--- config.mk ---
export PLATFORM = sky130hd
export DESIGN_NAME = instruction_fetch_unit
export DESIGN_NICKNAME = d
export VERILOG_FILES = /design/src/rtl/instruction_fetch_unit.sv
export SDC_FILE = /design/constraint.sdc
export NUM_CORES = 1
export LEC_CHECK = 0
export CAP_MARGIN = 20
export CORE_UTILIZATION = 25
export CTS_BUF_LIST = sky130_fd_sc_hd__clkbuf_16
export DETAILED_ROUTE_END_ITERATION = 6
export GPL_TIMING_DRIVEN = 0
export SLEW_MARGIN = 10
export SYNTH_ARGS = -nofsm -noshare
export SYNTH_HDL_FRONTEND = slang
export SYNTH_SLANG_ARGS = --single-unit
--- constraint.sdc ---
create_clock -name clk -period 1.9 [get_ports clk]
set_input_delay 0.475 -clock clk [delete_from_list [all_inputs] [get_ports clk]]
set_output_delay 0.475 -clock clk [all_outputs]
set_load 0.005 [all_outputs]
--- src/rtl/instruction_fetch_unit.sv ---
// Instruction fetch front end: owns the PC, fetches over a req/ack memory port and
// hands instruction/pc/pcNext to execute over valid/ready, with redirect and fault flags.
module instruction_fetch_unit #(
    parameter logic [31:0] RESET_PC       = 32'h0000_0000,
    parameter int unsigned PC_STEP        = 4,
    parameter int unsigned TIMEOUT_CYCLES = 16
) (
    input  logic        clk,
    input  logic        rst_n,
    output logic        imem_req,
    output logic [31:0] imem_addr,
    input  logic        imem_ack,
    input  logic [31:0] imem_rdata,
    input  logic        redirect_valid,
    input  logic [31:0] redirect_target,
    input  logic        out_ready,
    output logic        out_valid,
    output logic [31:0] instruction,
    output logic [31:0] pc,
    output logic [31:0] pcNext,
    output logic        fetch_misaligned,
    output logic        fetch_timeout,
    output logic [1:0]  dbg_state
);

    typedef enum logic [1:0] {
        S_REQ   = 2'd0,
        S_WAIT  = 2'd1,
        S_HOLD  = 2'd2,
        S_ERROR = 2'd3
    } state_t;

    localparam logic [31:0] STEP    = 32'(PC_STEP);
    localparam logic [7:0]  TO_LAST = 8'(TIMEOUT_CYCLES - 1);

    // Handshakes: memory transfers when imem_req && imem_ack at a rising edge, and the
    // request (with its address) is never withdrawn before that; execute consumes when
    // out_valid && out_ready at a rising edge, and outputs are frozen until then.
    state_t      r_state;
    logic        r_req;
    logic [31:0] r_addr;
    logic [31:0] r_fetch_pc;
    logic        r_discard;
    logic        r_out_valid;
    logic [31:0] r_instr;
    logic [31:0] r_pc;
    logic [31:0] r_pc_next;
    logic        r_misaligned;
    logic [7:0]  r_wait_cnt;
    logic        r_timeout;

    logic w_redir_ok;
    logic w_redir_bad;

    assign w_redir_ok  = redirect_valid && (redirect_target[1:0] == 2'b00);
    assign w_redir_bad = redirect_valid && (redirect_target[1:0] != 2'b00);

    always_ff @(posedge clk or negedge rst_n) begin
        if (!rst_n) begin
            r_state      <= S_REQ;
            r_req        <= 1'b0;
            r_addr       <= RESET_PC;
            r_fetch_pc   <= RESET_PC;
            r_discard    <= 1'b0;
            r_out_valid  <= 1'b0;
            r_instr      <= 32'h0;
            r_pc         <= RESET_PC;
            r_pc_next    <= RESET_PC + STEP;
            r_misaligned <= 1'b0;
        end else begin
            case (r_state)
                S_REQ, S_WAIT: begin
                    if (!r_req) begin
                        // Only reached straight out of reset: nothing is outstanding yet.
                        if (w_redir_bad) begin
                            r_misaligned <= 1'b1;
                            r_state      <= S_ERROR;
                        end else begin
                            r_req  <= 1'b1;
                            r_addr <= w_redir_ok ? redirect_target : r_fetch_pc;
                            if (w_redir_ok) r_fetch_pc <= redirect_target;
                        end
                    end else if (w_redir_bad) begin
                        r_misaligned <= 1'b1;
                        r_discard    <= 1'b0;
                        r_state      <= S_ERROR;
                        if (imem_ack) r_req <= 1'b0;
                    end else if (imem_ack) begin
                        if (w_redir_ok) begin
                            r_fetch_pc <= redirect_target;
                            r_addr     <= redirect_target;
                            r_discard  <= 1'b0;
                            r_state    <= S_REQ;
                        end else if (r_discard) begin
                            // Stale response dropped; reissue straight away at the latched target.
                            r_addr    <= r_fetch_pc;
                            r_discard <= 1'b0;
                            r_state   <= S_REQ;
                        end else begin
                            r_instr     <= imem_rdata;
                            r_pc        <= r_fetch_pc;
                            r_pc_next   <= r_fetch_pc + STEP;
                            r_out_valid <= 1'b1;
                            r_req       <= 1'b0;
                            r_state     <= S_HOLD;
                        end
                    end else begin
                        if (w_redir_ok) begin
                            r_fetch_pc <= redirect_target;
                            r_discard  <= 1'b1;
                        end
                        r_state <= S_WAIT;
                    end
                end
                S_HOLD: begin
                    if (w_redir_bad) begin
                        r_out_valid  <= 1'b0;
                        r_misaligned <= 1'b1;
                        r_state      <= S_ERROR;
                    end else if (w_redir_ok) begin
                        r_out_valid <= 1'b0;
                        r_fetch_pc  <= redirect_target;
                        r_addr      <= redirect_target;
                        r_req       <= 1'b1;
                        r_state     <= S_REQ;
                    end else if (out_ready) begin
                        r_out_valid <= 1'b0;
                        r_fetch_pc  <= r_pc_next;
                        r_addr      <= r_pc_next;
                        r_req       <= 1'b1;
                        r_state     <= S_REQ;
                    end
                end
                default: begin
                    // ERROR: only let an in-flight request finish, then stay parked.
                    if (r_req && imem_ack) r_req <= 1'b0;
                end
            endcase
        end
    end

    always_ff @(posedge clk or negedge rst_n) begin
        if (!rst_n) begin
            r_wait_cnt <= 8'd0;
            r_timeout  <= 1'b0;
        end else if (r_req && !imem_ack) begin
            if (r_wait_cnt == TO_LAST) begin
                r_wait_cnt <= 8'd0;
                r_timeout  <= 1'b1;
            end else begin
                r_wait_cnt <= r_wait_cnt + 8'd1;
                r_timeout  <= 1'b0;
            end
        end else begin
            r_wait_cnt <= 8'd0;
            r_timeout  <= 1'b0;
        end
    end

    assign imem_req         = r_req;
    assign imem_addr        = r_addr;
    assign out_valid        = r_out_valid;
    assign instruction      = r_instr;
    assign pc               = r_pc;
    assign pcNext           = r_pc_next;
    assign fetch_misaligned = r_misaligned;
    assign fetch_timeout    = r_timeout;
    assign dbg_state        = r_state;

endmodule

==> results of run 1 <==
repair_timing:
action                                 4_1_cts  5_1_grt
setup buffers                               16        9
resized for setup                           78       28
cloned                                       1        0
pin swaps                                   13        6
endpoints found under the hold margin       25        0
setup endpoints to repair                  162      126
hold buffers                                 1        0
worst register-to-register path, delay by kind of cell (launching register included):
kind                   cells  cell delay [ns]
DFF                        1             0.40
buffers and inverters      1             0.16
AOI/OAI and AO/OA          1             0.17
and+or+nand+nor            3             1.16
kinds of logic (layout without fill, tap and decap cells):
kind of cell / count (synthesis) / after routing / synth area share [%]
flops: 173 / 173 / 55.8
buf+inv: 66 / 323 / 3.52
fa+ha+maj: 2 / 2 / 0.323
simple gates: 378 / 378 / 20.5
compound gates: 127 / 127 / 9.05
mux: 62 / 62 / 8.49
xor+xnor: 20 / 20 / 2.26
path summary, 6_finish.rpt:
path / startpoint / end / slack [ns] / cells past startpoint
worst min register to register: r_wait_cnt[0]$_DFF_PN0_ / r_wait_cnt[0]$_DFF_PN0_ / 0.46 / 1
worst min-delay path: r_wait_cnt[0]$_DFF_PN0_ / r_wait_cnt[0]$_DFF_PN0_ / 0.46 / 1
worst max register to register: r_fetch_pc[3]$_DFFE_PN0P_ / pcNext[23]$_DFFE_PN0P_ / -0.09 / 5
min in group asynchronous: rst_n / instruction[0]$_DFFE_PN0P_ / 0.48 / 2
worst max-delay path: r_fetch_pc[3]$_DFFE_PN0P_ / pcNext[23]$_DFFE_PN0P_ / -0.09 / 5
max in group asynchronous: rst_n / pcNext[2]$_DFFE_PN1P_ / 0.34 / 4
report_power, final:
group | switching (mW) | internal (mW) | leakage (nW) | total (mW)
logic | 0.171 | 0.203 | 2.54 | 0.374
clock network | 1.53 | 2.04 | 0.283 | 3.58
registers | 0.0223 | 3.70 | 2.37 | 3.72
flip-flops by register name (all words and copies together) (netlist names):
signal,cells
out_valid,1
imem_addr,32
r_discard,1
instruction,32
r_wait_cnt,8
pcNext,30
pc,32
dbg_state,2
fetch_timeout,1
r_fetch_pc,32
imem_req,1
fetch_misaligned,1
through the flow:
step	std cells	instance area (µm²)	util [%]	setup TNS, ns	hold slack (ns)
CTS	1473	11300	36.8	-0.352	0.462
finish	1481	11400	37.2	-0.297	0.463
floorplan	828	7800	-	-0.173	0.179
global placement	1426	10300	33.7	-1396.81	0.452
detailed placement	1429	10400	34.0	-141.87	0.337
global route	1481	11400	37.2	-1.10	0.473
cells in the mapped netlist, types with 4 or more instances:
| cell | number |
|---|---|
| sky130_fd_sc_hd__xor2_1 | 4 |
| sky130_fd_sc_hd__a31oi_1 | 13 |
| sky130_fd_sc_hd__inv_1 | 8 |
| sky130_fd_sc_hd__nor4_1 | 6 |
| sky130_fd_sc_hd__nand4_1 | 5 |
| sky130_fd_sc_hd__nand3_1 | 15 |
| sky130_fd_sc_hd__nor2_1 | 26 |
| sky130_fd_sc_hd__dfrtp_1 | 172 |
| sky130_fd_sc_hd__buf_2 | 8 |
| sky130_fd_sc_hd__or4_1 | 6 |
| sky130_fd_sc_hd__nand2_1 | 286 |
| sky130_fd_sc_hd__nor3_1 | 5 |
| sky130_fd_sc_hd__mux2i_1 | 32 |
| sky130_fd_sc_hd__mux2_2 | 30 |
| sky130_fd_sc_hd__or3_1 | 8 |
| sky130_fd_sc_hd__xnor2_1 | 16 |
| sky130_fd_sc_hd__o31ai_1 | 6 |
| sky130_fd_sc_hd__clkbuf_1 | 44 |
| sky130_fd_sc_hd__o21ai_0 | 92 |
| sky130_fd_sc_hd__and3_1 | 7 |
metal layers:
metal	wire length, µm	up-vias
met5	0	-
met3	1770	15
met4	253	0
met1	11100	3225
li1	-	3266
met2	11800	187
final cells by class:
class | instances | area (µm²)
plain buffers | 52 | 349
clock buffers | 17 | 425
clock inverters | 14 | 153
fillers | 3092 | 19200
inverters | 8 | 30.0
multi-input cells | 589 | 3300
flip-flops and latches | 173 | 4350
well taps | 396 | 495
repair buffers | 232 | 2300
==> results.txt, run 1 <==
- Number of sinks driven by the clock tree: approximately 170
- 203 I/O pins were placed.
* Unrepaired setup endpoints after global routing: true
* Total vias in the final route: between 6k and 7k
- Wire length of the first global-routing pass: between 30 and 40 mm
- The max-slew violation total from the final report was 0.
- In this run, distinct cell masters in the synthesized netlist total 45.
* Pre-antenna DRT Iters: 5
- Share of async-settable or async-resettable flops after synthesis: between 90% and 100%
- The flow ran to the end, but the final reports show violations.
* Detail Placement HPWL: roughly 17 mm
- Count of standard-cell rows: 64
* Minimum clock period: 1.99 ns
* Depth of the CTS H-tree: 4
- Worst-skew pair later-pin latency: between 0.4 and 0.5 ns
* WL per Instance: about 17 µm
- Total length of routed wires: between 20 and 25 mm
* P per Cell Area: a little under 700 mW/mm²
* Ratio of cells with drive above 1 in the final layout: between 15 and 20%
* Die outline area: between 0.03 and 0.04 mm²
* Worst Max-Slew Pin Slew: 0.594 ns
- CP required: about 2.2 ns
- Overall die height: approximately 180 µm
- The final count of hold timing violations came to 0.
- YS warnings: 0
- Area inside the core boundary: between 0.03 and 0.04 mm²
- After the last flow step, the layout net total stands at 1144.
* Antenna viol nets, final: 0
* Cell at the root of the clock tree: sky130_fd_sc_hd__clkbuf_16
- Met2 GRT Util: a little over a quarter
- DR DRC count: 0
- TritonCTS built the clock tree.
- Met3 Usage GRT: around 4.5%
- The path class of the tightest hold or removal check is flip-flop to flip-flop.
* Maximum clock path buffer count: 2
- Total power draw: about 7.7 mW
- STA classifies the critical path endpoint as a flip-flop.
- Worst ir drop on vdd: ~510 µV
- The critical path is of the flip-flop to flip-flop type.
- The via count of the first global-routing pass was a little under 7k.
* Violated checks: setup timing
- Arrival time of the worst setup path: between 2 and 2.5 ns
* Synth top area share: 55.5%
* Overflow left after global routing: 0
* Horizontal die dimension: 178 µm
* Clock slew at the register clock pins of the worst setup and hold paths: roughly 0.070 ns
- Worst path cell trace: buf_4, nand3_4, or4_4, or4_1, a31oi_1
- Fraction of the yosys area taken by sequential cells: between 50% and 60%
- Average via count per standard cell: between 4 and 5
* Static leakage power: around 5.2 nW
* Max-cap violations: 0
- Gpl congestion: ~0.75
* Most frequent cells in the layout: 285 x sky130_fd_sc_hd__nand2_1, 196 x sky130_fd_sc_hd__clkdlybuf4s50_1, 160 x sky130_fd_sc_hd__dfrtp_1, 91 x sky130_fd_sc_hd__o21ai_0, 30 x sky130_fd_sc_hd__mux2_2
* Top area cells in the synthesized netlist: sky130_fd_sc_hd__dfrtp_1 56%, sky130_fd_sc_hd__nand2_1 14%, sky130_fd_sc_hd__o21ai_0 5.9%, sky130_fd_sc_hd__mux2_2 4.4%, sky130_fd_sc_hd__mux2i_1 4.1%
* Synthesized instance count: slightly above 800
- TritonCTS created 17 clock buffers.
- The worst pin sits at a relative slew slack of 60.3%.
- The initial antenna violation count was 0.
* Routing layer with the top usage in global route: met2
- At the placement stage, the worst setup path has a slack of -1.08 ns.
- Worst Setup Slack, final: -0.0875 ns
- The slowest stage of the critical path belongs to the cell sky130_fd_sc_hd__or4_4.
- Top fanout value on the critical path: 8
- Peak Freq: between 0.5 and 0.6 GHz
- Net Count, Synth: about 900
- Starting DRC count in detailed routing: ~360
* Most common cell after layout, fill and taps aside: sky130_fd_sc_hd__nand2_1
- Antenna Cells: 0
* Mapped Area: 0.00775 mm²
* Fin crit share: 105%
* Top FF cell, synth: sky130_fd_sc_hd__dfrtp_1
- Summed over all instances, the cell type with the most area after synthesis is sky130_fd_sc_hd__dfrtp_1.
* Number of failing setup endpoints in the final timing report: 5
- On the critical path the largest part of the delay comes from simple AND/OR/NAND/NOR gates.
- Once the floorplan was initialized, standard cells occupied 25.4% of the core.
* Number of synthesized register bits: 173
- Maximum number of pins on one net before global-route repair: 84
- On the worst path, the slowest cell contributes a delay of 0.63 ns.
- CP Buf/Inv Count: 1
- Skew final: ~0.014 ns
* Worst Setup Start Kind: flip-flop
- For this run, the total global-route usage over all layers was measured as 16.0%.
* Area grow syn2layout: 46.9%
- Yosys mapped a number of flops with a built-in enable equal to 0.
* IO Port Bufs: slightly above 200
- For this run, global-route usage on met1 was measured as approximately a fifth.
* Mean cell area of the mapped netlist: 9.37 µm²
Power figures use the tool's default switching activity.
==> run 2: changes to the inputs <==
--- a/config.mk
+++ b/config.mk
@@ -10,6 +10,7 @@
 export CTS_BUF_LIST = sky130_fd_sc_hd__clkbuf_16
 export DETAILED_ROUTE_END_ITERATION = 6
 export GPL_TIMING_DRIVEN = 0
+export PLACE_DENSITY = 0.45
 export SLEW_MARGIN = 10
 export SYNTH_ARGS = -nofsm -noshare
 export SYNTH_HDL_FRONTEND = slang
==> run 2 against run 1 <==
  * The flow still finishes with violations (setup timing)
  * Total power down 0.17%
  * Critical path depth stayed put
  * Sequential cell count unchanged
  * Die area unchanged
  * Critical endpoint is now pcNext[22]$_DFFE_PN0P_
  * Largest cell class unchanged
==> results.txt, run 2 (synthesis gave the netlist of run 1 again) <==
* Maximum single-stage delay on the critical path: around 0.62 ns
- Peak Freq: 0.503 GHz
- For this run, design rule violations remaining after detail routing come to 0.
- Dividing total power by cell area gives a power density of between 600 and 700 mW/mm².
* Violated checks: setup timing
- Total vias in the final route: about 6.6k
- Static leakage power: about 5.3 nW
* Relative contribution of combinational cells to total power: a little under 5%
- Endpoint type of the worst setup path: flip-flop
- Maximum clock path buffer count: 2
* Number of cells traversed by the worst hold path: 1
- Setup violations remaining at the end of the flow were counted as 9.
* Fin crit share: 105%
* Worst hold start: r_wait_cnt[0]$_DFF_PN0_
* I/O pin cnt: slightly above 200
- Die outline area: between 0.03 and 0.04 mm²
* WL per Instance: roughly 17 µm
- Slowest cell on crit path: sky130_fd_sc_hd__or4_4
- Hold endpoint: r_wait_cnt[0]$_DFF_PN0_
* Wire length of the first global-routing pass: 39.6 mm
* Gpl congestion: roughly 0.74
- For the final database, setup skew stands at between 0.01 and 0.015 ns.
- After layout, the worst setup slack is -0.0876 ns.
- Measured in cells, the most critical reg-to-reg path has a length of 5.
- Beginning of the critical path: r_fetch_pc[2]$_DFFE_PN0P_
- Data on the critical path is required at its endpoint by 2.25 ns.
* Net count reported at finish: around 1.1k
- In the global route stage, overall resource usage came out at ~17%.
- Worst Max-Slew Pin Slew: ~0.83 ns
- Largest delay contributor family on the critical path: simple AND/OR/NAND/NOR gates
- The die is 178 µm wide.
- Cell internal power was estimated by the tool at 5.84 mW.
* Area inside the core boundary: between 0.03 and 0.04 mm²
- Number of sinks driven by the clock tree: between 150 and 200
- Once placement finished, the instance area stood at roughly 0.010 mm².
* Max-cap violations: 0
- The die is 178 µm tall.
- Per report_power, the sequential group accounts for 48.6% of the total.
- TritonCTS clock tree: yes
- Net switching power figure: approximately 1.8 mW
- After legalization and detailed placement, the total HPWL measured between 15 and 20 mm.
- Data on the critical path arrives at its endpoint at about 2.3 ns.
- Via count of the first global-routing pass: between 6k and 7k
* Ratio of cells with drive above 1 in the final layout: between 15 and 20%
- Class of the worst hold path: flip-flop to flip-flop
- Count of standard-cell rows: 64
- Initial cell density of the core: 25.4%
* Worst-skew pair later-pin latency: approximately 0.43 ns
* Inserted Clock Buffers: 17
- The area growth from synthesis to layout is 46.2%.
- The critical path is of the flip-flop to flip-flop type.
* Status: finished with violations
* Clock Power Share: between 40% and 50%
- OpenSTA, run right after detailed placement, puts the worst setup slack at -1.10 ns.
- The worst pin sits at a relative slew slack of 43.9%.
- Switching power share of the total: roughly a quarter
* CP Buf/Inv Count: 0
- Final Hold Vio Count: 0
- The count of buffers added on input and output ports is about 200.
* Minimum clock period: 1.99 ns
* Antenna Cells: 0
- After detailed routing, the number of vias per cell comes to about 4.5.
- Summing all non-filler instances in the final layout gives an area of around 0.011 mm².
- Worst ir drop on vdd: between 500 and 600 µV
* Critical R2R Launch: r_fetch_pc[2]$_DFFE_PN0P_
- For this run the aggregate overflow at the end of global routing stands at 0.
- Before antenna repair, the detailed router went through 6 iterations.
* Top fanout value on the critical path: 6
- Summed over all failing endpoints, the final setup total negative slack is -0.460 ns.
- The library cell used most frequently in the layout, excluding fill and tap cells, is sky130_fd_sc_hd__nand2_1.
- Unrepaired setup endpoints after global routing: true
* Worst path cell trace: ha_4, nand2_4, or4_4, or4_1, a31oi_1
- Clock tree synthesis selected as its root buffer the cell sky130_fd_sc_hd__clkbuf_16.
- Depth of the CTS H-tree: 4
- The initial antenna violation count was 1.
* Most frequent cells in the layout: 285 x sky130_fd_sc_hd__nand2_1, 190 x sky130_fd_sc_hd__clkdlybuf4s50_1, 161 x sky130_fd_sc_hd__dfrtp_1, 91 x sky130_fd_sc_hd__o21ai_0, 30 x sky130_fd_sc_hd__mux2_2
* Count of pins over their slew limit: 0
- Layout Utilization: 37.1%
* Clock slew at the register clock pins of the worst setup and hold paths: ~0.070 ns
- Across all register-to-register paths, the minimum setup slack is -0.09 ns.
- The worst register-to-register path ends at pcNext[22]$_DFFE_PN0P_.
* Starting DRC count in detailed routing: roughly 240
* Worst Setup Start Kind: flip-flop
- Maximum number of pins on one net before global-route repair: a little under 80
* Antenna viol nets, final: 0
- The routed design has between 20 and 30 mm of wire.
==> run 2: cell count changes in the layout (fill, tap and decap cells not counted), sizes merged <==
cell / change
clkinvlp: +2
buf: +2
clkbuf: -5
dlymetal6s2s: +5
clkdlybuf4s50: -6
clkinv: -3
inv: +3
dlygate4sd2: +1
bufinv: -1
==> run 2: worst max path at each step <==
stage	to	slack, ns	cells past startpoint
6_report	pcNext[22]$_DFFE_PN0P_	-0.09	5
5_1_grt	pcNext[23]$_DFFE_PN0P_	-0.21	6
4_1_cts	pcNext[22]$_DFFE_PN0P_	-0.10	5
3_5_place_dp	imem_addr[21]$_DFFE_PN0P_	-1.10	6
3_3_place_gp	r_fetch_pc[5]$_DFFE_PN0P_	-8.36	1
2_1_floorplan	pcNext[23]$_DFFE_PN0P_	-0.06	7
==> run 2: power by group through the flow <==
stage	clock [mW]	combinational (mW)	sequential, mW
floorplan	0	0.0859	3.79
detailed placement	0	0.371	3.79
CTS	3.66	0.381	3.72
global placement	0	0.359	3.79
finish	3.57	0.374	3.72
global route	3.83	0.412	3.72
==> run 2: metal layers <==
layer,routed length (µm),global-route usage (%),vias up
met4,136,2.71,2
met3,1770,5.41,12
met1,12000,22.2,3192
li1,-,-,3252
met2,11800,26.1,177
met5,10,0,-
==> run 2: repair_timing <==
| action | in CTS | in global routing |
|---|---|---|
| gates resized for setup | 74 | 44 |
| endpoints found under the setup margin | 164 | 158 |
| hold buffers | 1 | 0 |
| buffers inserted | 15 | 8 |
| hold endpoints to repair | 33 | 0 |
| pin swaps | 15 | 9 |
| gates cloned | 1 | 0 |
==> run 2: area by class of cell <==
class | instances | area, µm²
plain buffers | 52 | 348
clock buffers | 17 | 425
clock inverters | 15 | 146
fillers | 3131 | 19200
inverters | 8 | 30.0
multi-input cells | 589 | 3270
flip-flops and latches | 173 | 4340
well taps | 396 | 495
repair buffers | 229 | 2280
==> run 2: metrics by stage <==
stage                     power [mW]  hold slack (ns)  cells
after global placement          4.15            0.454   1426
final                           7.66            0.464   1479
after detailed placement        4.16            0.381   1428
after CTS                       7.76            0.470   1472
after global routing            7.96            0.492   1479
after floorplan                 3.87            0.179    828
